[src/rtl/usr_pkg.sv]
// ============================================================================
// Module      : usr_pkg
// Description : Shared mode encodings and sequencer states for the universal
//               shift register.
// Revision    : 1.0 - initial release
// ============================================================================
`default_nettype none

package usr_pkg;

    // The bit-cell mux select uses the same encoding as the manual mode input.
    typedef enum logic [1:0] {
        MODE_HOLD = 2'b00,
        MODE_SHR  = 2'b01,
        MODE_SHL  = 2'b10,
        MODE_LOAD = 2'b11
    } mode_e;

    typedef enum logic {
        IDLE  = 1'b0,
        SHIFT = 1'b1
    } seq_state_e;

endpackage : usr_pkg

`default_nettype wire

[src/rtl/usr_bit_cell.sv]
// ============================================================================
// Module      : usr_bit_cell
// Description : One register bit with a hold / right-shift / left-shift /
//               load next-value mux.
// Revision    : 1.0 - initial release
// ============================================================================
`default_nettype none

module usr_bit_cell
    import usr_pkg::*;
(
    input  logic  clk,
    input  logic  rst_n,
    input  mode_e i_sel,
    input  logic  i_from_hi,
    input  logic  i_from_lo,
    input  logic  i_load,
    output logic  o_q
);

    logic r_q;

    // A right shift pulls from the next-higher bit; a left shift from the next-lower.
    always_ff @(posedge clk or negedge rst_n) begin
        if (!rst_n) begin
            r_q <= 1'b0;
        end else begin
            case (i_sel)
                MODE_HOLD: r_q <= r_q;
                MODE_SHR:  r_q <= i_from_hi;
                MODE_SHL:  r_q <= i_from_lo;
                MODE_LOAD: r_q <= i_load;
                default:   r_q <= r_q;
            endcase
        end
    end

    assign o_q = r_q;

endmodule : usr_bit_cell

`default_nettype wire

[src/rtl/universal_shift_reg.sv]
// ============================================================================
// Module      : universal_shift_reg
// Description : WIDTH-bit universal shift register with a built-in MSB-first
//               serialiser sequencer.
// Revision    : 1.0 - initial release
// ============================================================================
`default_nettype none

module universal_shift_reg
    import usr_pkg::*;
#(
    parameter int WIDTH = 8
) (
    input  logic             clk,
    input  logic             reset,
    input  logic             en,
    input  logic [1:0]       mode,
    input  logic             rot,
    input  logic             sin_r,
    input  logic             sin_l,
    input  logic [WIDTH-1:0] pin,
    input  logic             start,
    output logic [WIDTH-1:0] pout,
    output logic             sout_msb,
    output logic             sout_lsb,
    output logic             busy,
    output logic             done
);

    localparam int             CW     = $clog2(WIDTH);
    localparam logic [CW-1:0]  C_LAST = CW'(WIDTH - 1);
    localparam logic [CW-1:0]  C_ONE  = CW'(1);

    seq_state_e       r_state;
    seq_state_e       w_state_nxt;
    logic [CW-1:0]    r_cnt;
    logic [CW-1:0]    w_cnt_nxt;
    logic             r_done;
    logic             w_done_nxt;
    mode_e            w_sel;
    logic [WIDTH-1:0] w_q;
    logic             w_fill_shr;
    logic             w_fill_shl;

    // Rotation recirculates the bit that falls off the opposite end.
    assign w_fill_shr = rot ? w_q[0]       : sin_l;
    assign w_fill_shl = rot ? w_q[WIDTH-1] : sin_r;

    always_ff @(posedge clk or negedge reset) begin
        if (!reset) begin
            r_state <= IDLE;
            r_cnt   <= '0;
            r_done  <= 1'b0;
        end else begin
            r_state <= w_state_nxt;
            r_cnt   <= w_cnt_nxt;
            r_done  <= w_done_nxt;
        end
    end

    // The done cycle blocks start, which forces a gap between transfers.
    always_comb begin
        w_state_nxt = r_state;
        w_cnt_nxt   = r_cnt;
        w_done_nxt  = r_done;
        w_sel       = MODE_HOLD;
        if (en) begin
            w_done_nxt = 1'b0;
            case (r_state)
                IDLE: begin
                    if (start && !r_done) begin
                        w_sel       = MODE_LOAD;
                        w_state_nxt = SHIFT;
                        w_cnt_nxt   = '0;
                    end else begin
                        w_sel = mode_e'(mode);
                    end
                end
                SHIFT: begin
                    w_sel = MODE_SHL;
                    if (r_cnt == C_LAST) begin
                        w_state_nxt = IDLE;
                        w_done_nxt  = 1'b1;
                        w_cnt_nxt   = '0;
                    end else begin
                        w_cnt_nxt = r_cnt + C_ONE;
                    end
                end
                default: begin
                    w_state_nxt = IDLE;
                end
            endcase
        end
    end

    for (genvar i = 0; i < WIDTH; i++) begin : g_cell
        logic w_from_hi;
        logic w_from_lo;

        if (i == WIDTH - 1) begin : g_top_edge
            assign w_from_hi = w_fill_shr;
        end else begin : g_top_inner
            assign w_from_hi = w_q[i+1];
        end

        if (i == 0) begin : g_bot_edge
            assign w_from_lo = w_fill_shl;
        end else begin : g_bot_inner
            assign w_from_lo = w_q[i-1];
        end

        usr_bit_cell u_cell (
            .clk       (clk),
            .rst_n     (reset),
            .i_sel     (w_sel),
            .i_from_hi (w_from_hi),
            .i_from_lo (w_from_lo),
            .i_load    (pin[i]),
            .o_q       (w_q[i])
        );
    end

    assign pout     = w_q;
    assign sout_msb = w_q[WIDTH-1];
    assign sout_lsb = w_q[0];
    assign busy     = (r_state == SHIFT);
    assign done     = r_done;

endmodule : universal_shift_reg

`default_nettype wire

[config.mk]
export PLATFORM = sky130hd
export DESIGN_NAME = universal_shift_reg
export DESIGN_NICKNAME = d
export VERILOG_FILES = /design/src/rtl/usr_pkg.sv /design/src/rtl/usr_bit_cell.sv /design/src/rtl/universal_shift_reg.sv
export SDC_FILE = /design/constraint.sdc
export NUM_CORES = 1
export LEC_CHECK = 0
export ABC_AREA = 1
export CAP_MARGIN = 20
export CORE_MARGIN = 2
export CORE_UTILIZATION = 35
export DETAILED_ROUTE_END_ITERATION = 8
export HOLD_SLACK_MARGIN = 0.08
export SLEW_MARGIN = 20
export SYNTH_ARGS = -nofsm -noshare
export SYNTH_HDL_FRONTEND = slang
export SYNTH_SLANG_ARGS = --single-unit
[constraint.sdc]
create_clock -name clk -period 1.55 [get_ports clk]
set_input_delay 0.31 -clock clk [delete_from_list [all_inputs] [get_ports clk]]
set_output_delay 0.31 -clock clk [all_outputs]
set_load 0.005 [all_outputs]
==> key figures <==
Run status
  – Run status: completed

STA
  – RSZ-0062 raised after global routing: no
  – Fmax: 0.661 GHz
  – Fin. max-slew vios: 0
  – Final setup vio count: 0
  – Final hold vios: 0
  – Crit share post-route: 97.6%
  – Fin Setup TNS: 0 ps
  – Slew @ Worst Pin: 296 ps
  – Max-slew headroom: 80.2%
  – Final Skew: 4.93 ps
  – Final min period: around 1500 ps
  – PnR worst setup slack: 37.4 ps

Power
  – Switch share: between 30% and 40%
  – Gate power share: 55.5%
  – Share of power burned in registers: 32.9%
  – Leak: 0.636 nW
  – P_sw: 0.000699 W
  – Pwr Density: 1450 nW/um^2
  – Clk network pwr share: 11.6%
  – Max VDD drop: 790 uV
  – Total Power: 0.00186 W
  – Cell internal pwr: ~0.0012 W

Die
  – Row cnt: 18
  – Initial Util: 37.1%
  – Ports: 29
  – Die outline width: 55.2 um
  – Die Span Y: 55.2 um
  – Die area: 3050 sq um
  – CORE AREA: about 2500 sq um

Placed design
  – Placer Congestion: 0.756
  – Placement Setup Slack: -282 ps
  – I/O Buffers: 28
  – Post-DP HPWL: 1570 um

Finish
  – Multi-input gate area: between 400 and 500 sq um
  – Synth-to-layout area growth: 40.2%
  – Fraction of layout cells with a size suffix above 1: 20.8%
  – Fillers: approximately 260
  – Fin nets: 174
  – N_diodes: 0
  – Commonest non-fill, non-tap cell in the layout: nand2_1
  – FF/Latch Area: 327 sq um
  – Commonest cells after routing, fill and taps aside: 29 x nand2_1, 27 x nand3_1, 27 x clkdlybuf4s50_1

Global route
  – Vias in the first global route: ~790
  – M3 GR Usage: 3.75%
  – Pin count of the biggest net entering global routing: 17
  – GR Util met2: between 20% and 30%
  – Busiest grt layer: met2
  – Met1 usage in global routing: around 19%
  – Global-route wire length before repair: 3470 um
  – Gr ovfl total: 0
  – Initial antenna violation count: 0
  – Total GRT Usage: 14.2%

Clock tree
  – Clk slew on worst S/H paths: around 90 ps
  – H-tree levels: 1
  – TritonCTS clock tree: done
  – CTS buffer count: 3
  – Clock Latency Late Sink: ~280 ps
  – CTS Sinks: 13
  – Root buffer cell: clkbuf_4
  – Max Root-Sink Buffers: 2
  – Hold buffers post-CTS: 0

Drt
  – Detail Route Antenna Nets: 0
  – Drt total wl: 2100 um
  – Drt first pass iters: 4
  – DR vias: 860
  – Drt initial violations: 23
  – # DRC: 0
  – Routed len/inst: 11.4 um
  – Avg Vias per Cell: 4.67

Setup path
  – Critical path, cell by cell: clkdlybuf4s50_1
  – Critical-path top delay cell: clkdlybuf4s50_1
  – Crit path launch type: flop
  – CP bufs+invs: 1
  – Worst path max stage delay: 530 ps
  – Crit path max fanout: 4
  – Critical Path RT: 1240 ps
  – Critical Path End Type: output pin
  – Crit path kind: reg -> out
  – Data arrival, critical path: 1200 ps
  – Delay-heaviest family, CP: buffers and inverters

Worst hold path
  – HP Class: in -> async

Synth
  – Yosys warning total: 0
  – Flops & latches, synth: 13
  – Synthesized area: 918 sq um
  – Syn Nets: between 100 and 150
  – Syn Area/Cell: 7.85 sq um
  – Seq/Total Area, Yosys: around 35%
  – Synth unique cells: 21
  – Mapped Cells: 117

Run
  – Max Cap Viol: 0
timing repair:
item / CTS / global route
buffers inserted: 1 / 3
endpoints found under the hold margin: 0 / 0
setup endpoints to repair: 3 / 12
cloned: 0 / 0
gates resized for setup: 1 / 1
sequential cells by signal (all words and copies together) (netlist names):
name and cells:
busy 1, done 1, g_cell.u_cell.o_q 8, r_cnt 3
power by group through the flow:
stage | clock (W) | combinational (W) | sequential [W]
2_1_floorplan | 0 | 0.000637 | 0.000608
3_3_place_gp | 0 | 0.000939 | 0.000636
3_5_place_dp | 0 | 0.000945 | 0.000646
4_1_cts | 0.000224 | 0.000981 | 0.000633
5_1_grt | 0.000227 | 0.00115 | 0.000641
6_report | 0.000215 | 0.00103 | 0.000613
area by class of cell:
class,count,share of cell area [%]
clock buffers,4,2.04
inverters,12,3.50
multi-input cells,82,35.5
flip-flops and latches,13,25.4
well taps,30,2.92
repair buffers,43,30.7
worst reg2reg max path, cell delays in order (launching register included):
cell	delay [ps]
dfrtp_2	440
buf_4	150
nand2_2	90
nand2_4	80
nor2_8	160
nand2_4	90
or2_0	200
nand2_1	70
inv_1	40
stage by stage:
stage | hold WS [ps] | utilization [%] | instances | area, sq um
2_1_floorplan | 14.4 | - | 117 | 918
3_3_place_gp | 487 | 49.5 | 176 | 1230
3_5_place_dp | 499 | 49.5 | 176 | 1230
4_1_cts | 332 | 51.0 | 181 | 1260
5_1_grt | 362 | 52.0 | 184 | 1290
6_report | 327 | 52.0 | 184 | 1290
cells in the mapped netlist, drive strengths merged:
library cell | count | area, sq um
a21oi | 3 | 26.3
buf | 10 | 91.3
nand3 | 30 | 173
o22ai | 1 | 6.26
inv | 12 | 45.0
o21ai | 6 | 30.0
dfrtp | 13 | 325
nand2 | 34 | 150
or2 | 3 | 18.8
ha | 2 | 25.0
nor2 | 3 | 27.5
per-layer routing:
layer | up-vias | routed length (um)
met5 | - | 0
met4 | 0 | 21
met3 | 2 | 89
met2 | 20 | 994
met1 | 388 | 994
li1 | 450 | -
cells by family (layout without fill, tap and decap cells):
kind of cell    Yosys count  count (layout)  share of synthesized area (%)
compound gates           10              10                           6.81
simple gates             70              70                           40.2
fa+ha+maj                 2               2                           2.72
flops                    13              13                           35.4
buf+inv                  22              59                           14.9
worst paths after layout:
path	from	cells after the start	end	slack, ps
worst max register to register	busy	8	g_cell[5].u_cell.o_q	140
worst max-delay path	g_cell[4].u_cell.o_q	1	pout[4]	40
max in group asynchronous	reset	2	busy	1040
worst min register to register	r_cnt[0]	1	r_cnt[0]	500
min in group clk	en	3	r_cnt[2]	450
worst min-delay path	reset	2	g_cell[4].u_cell.o_q	330
(Power assumes the default switching activity.)
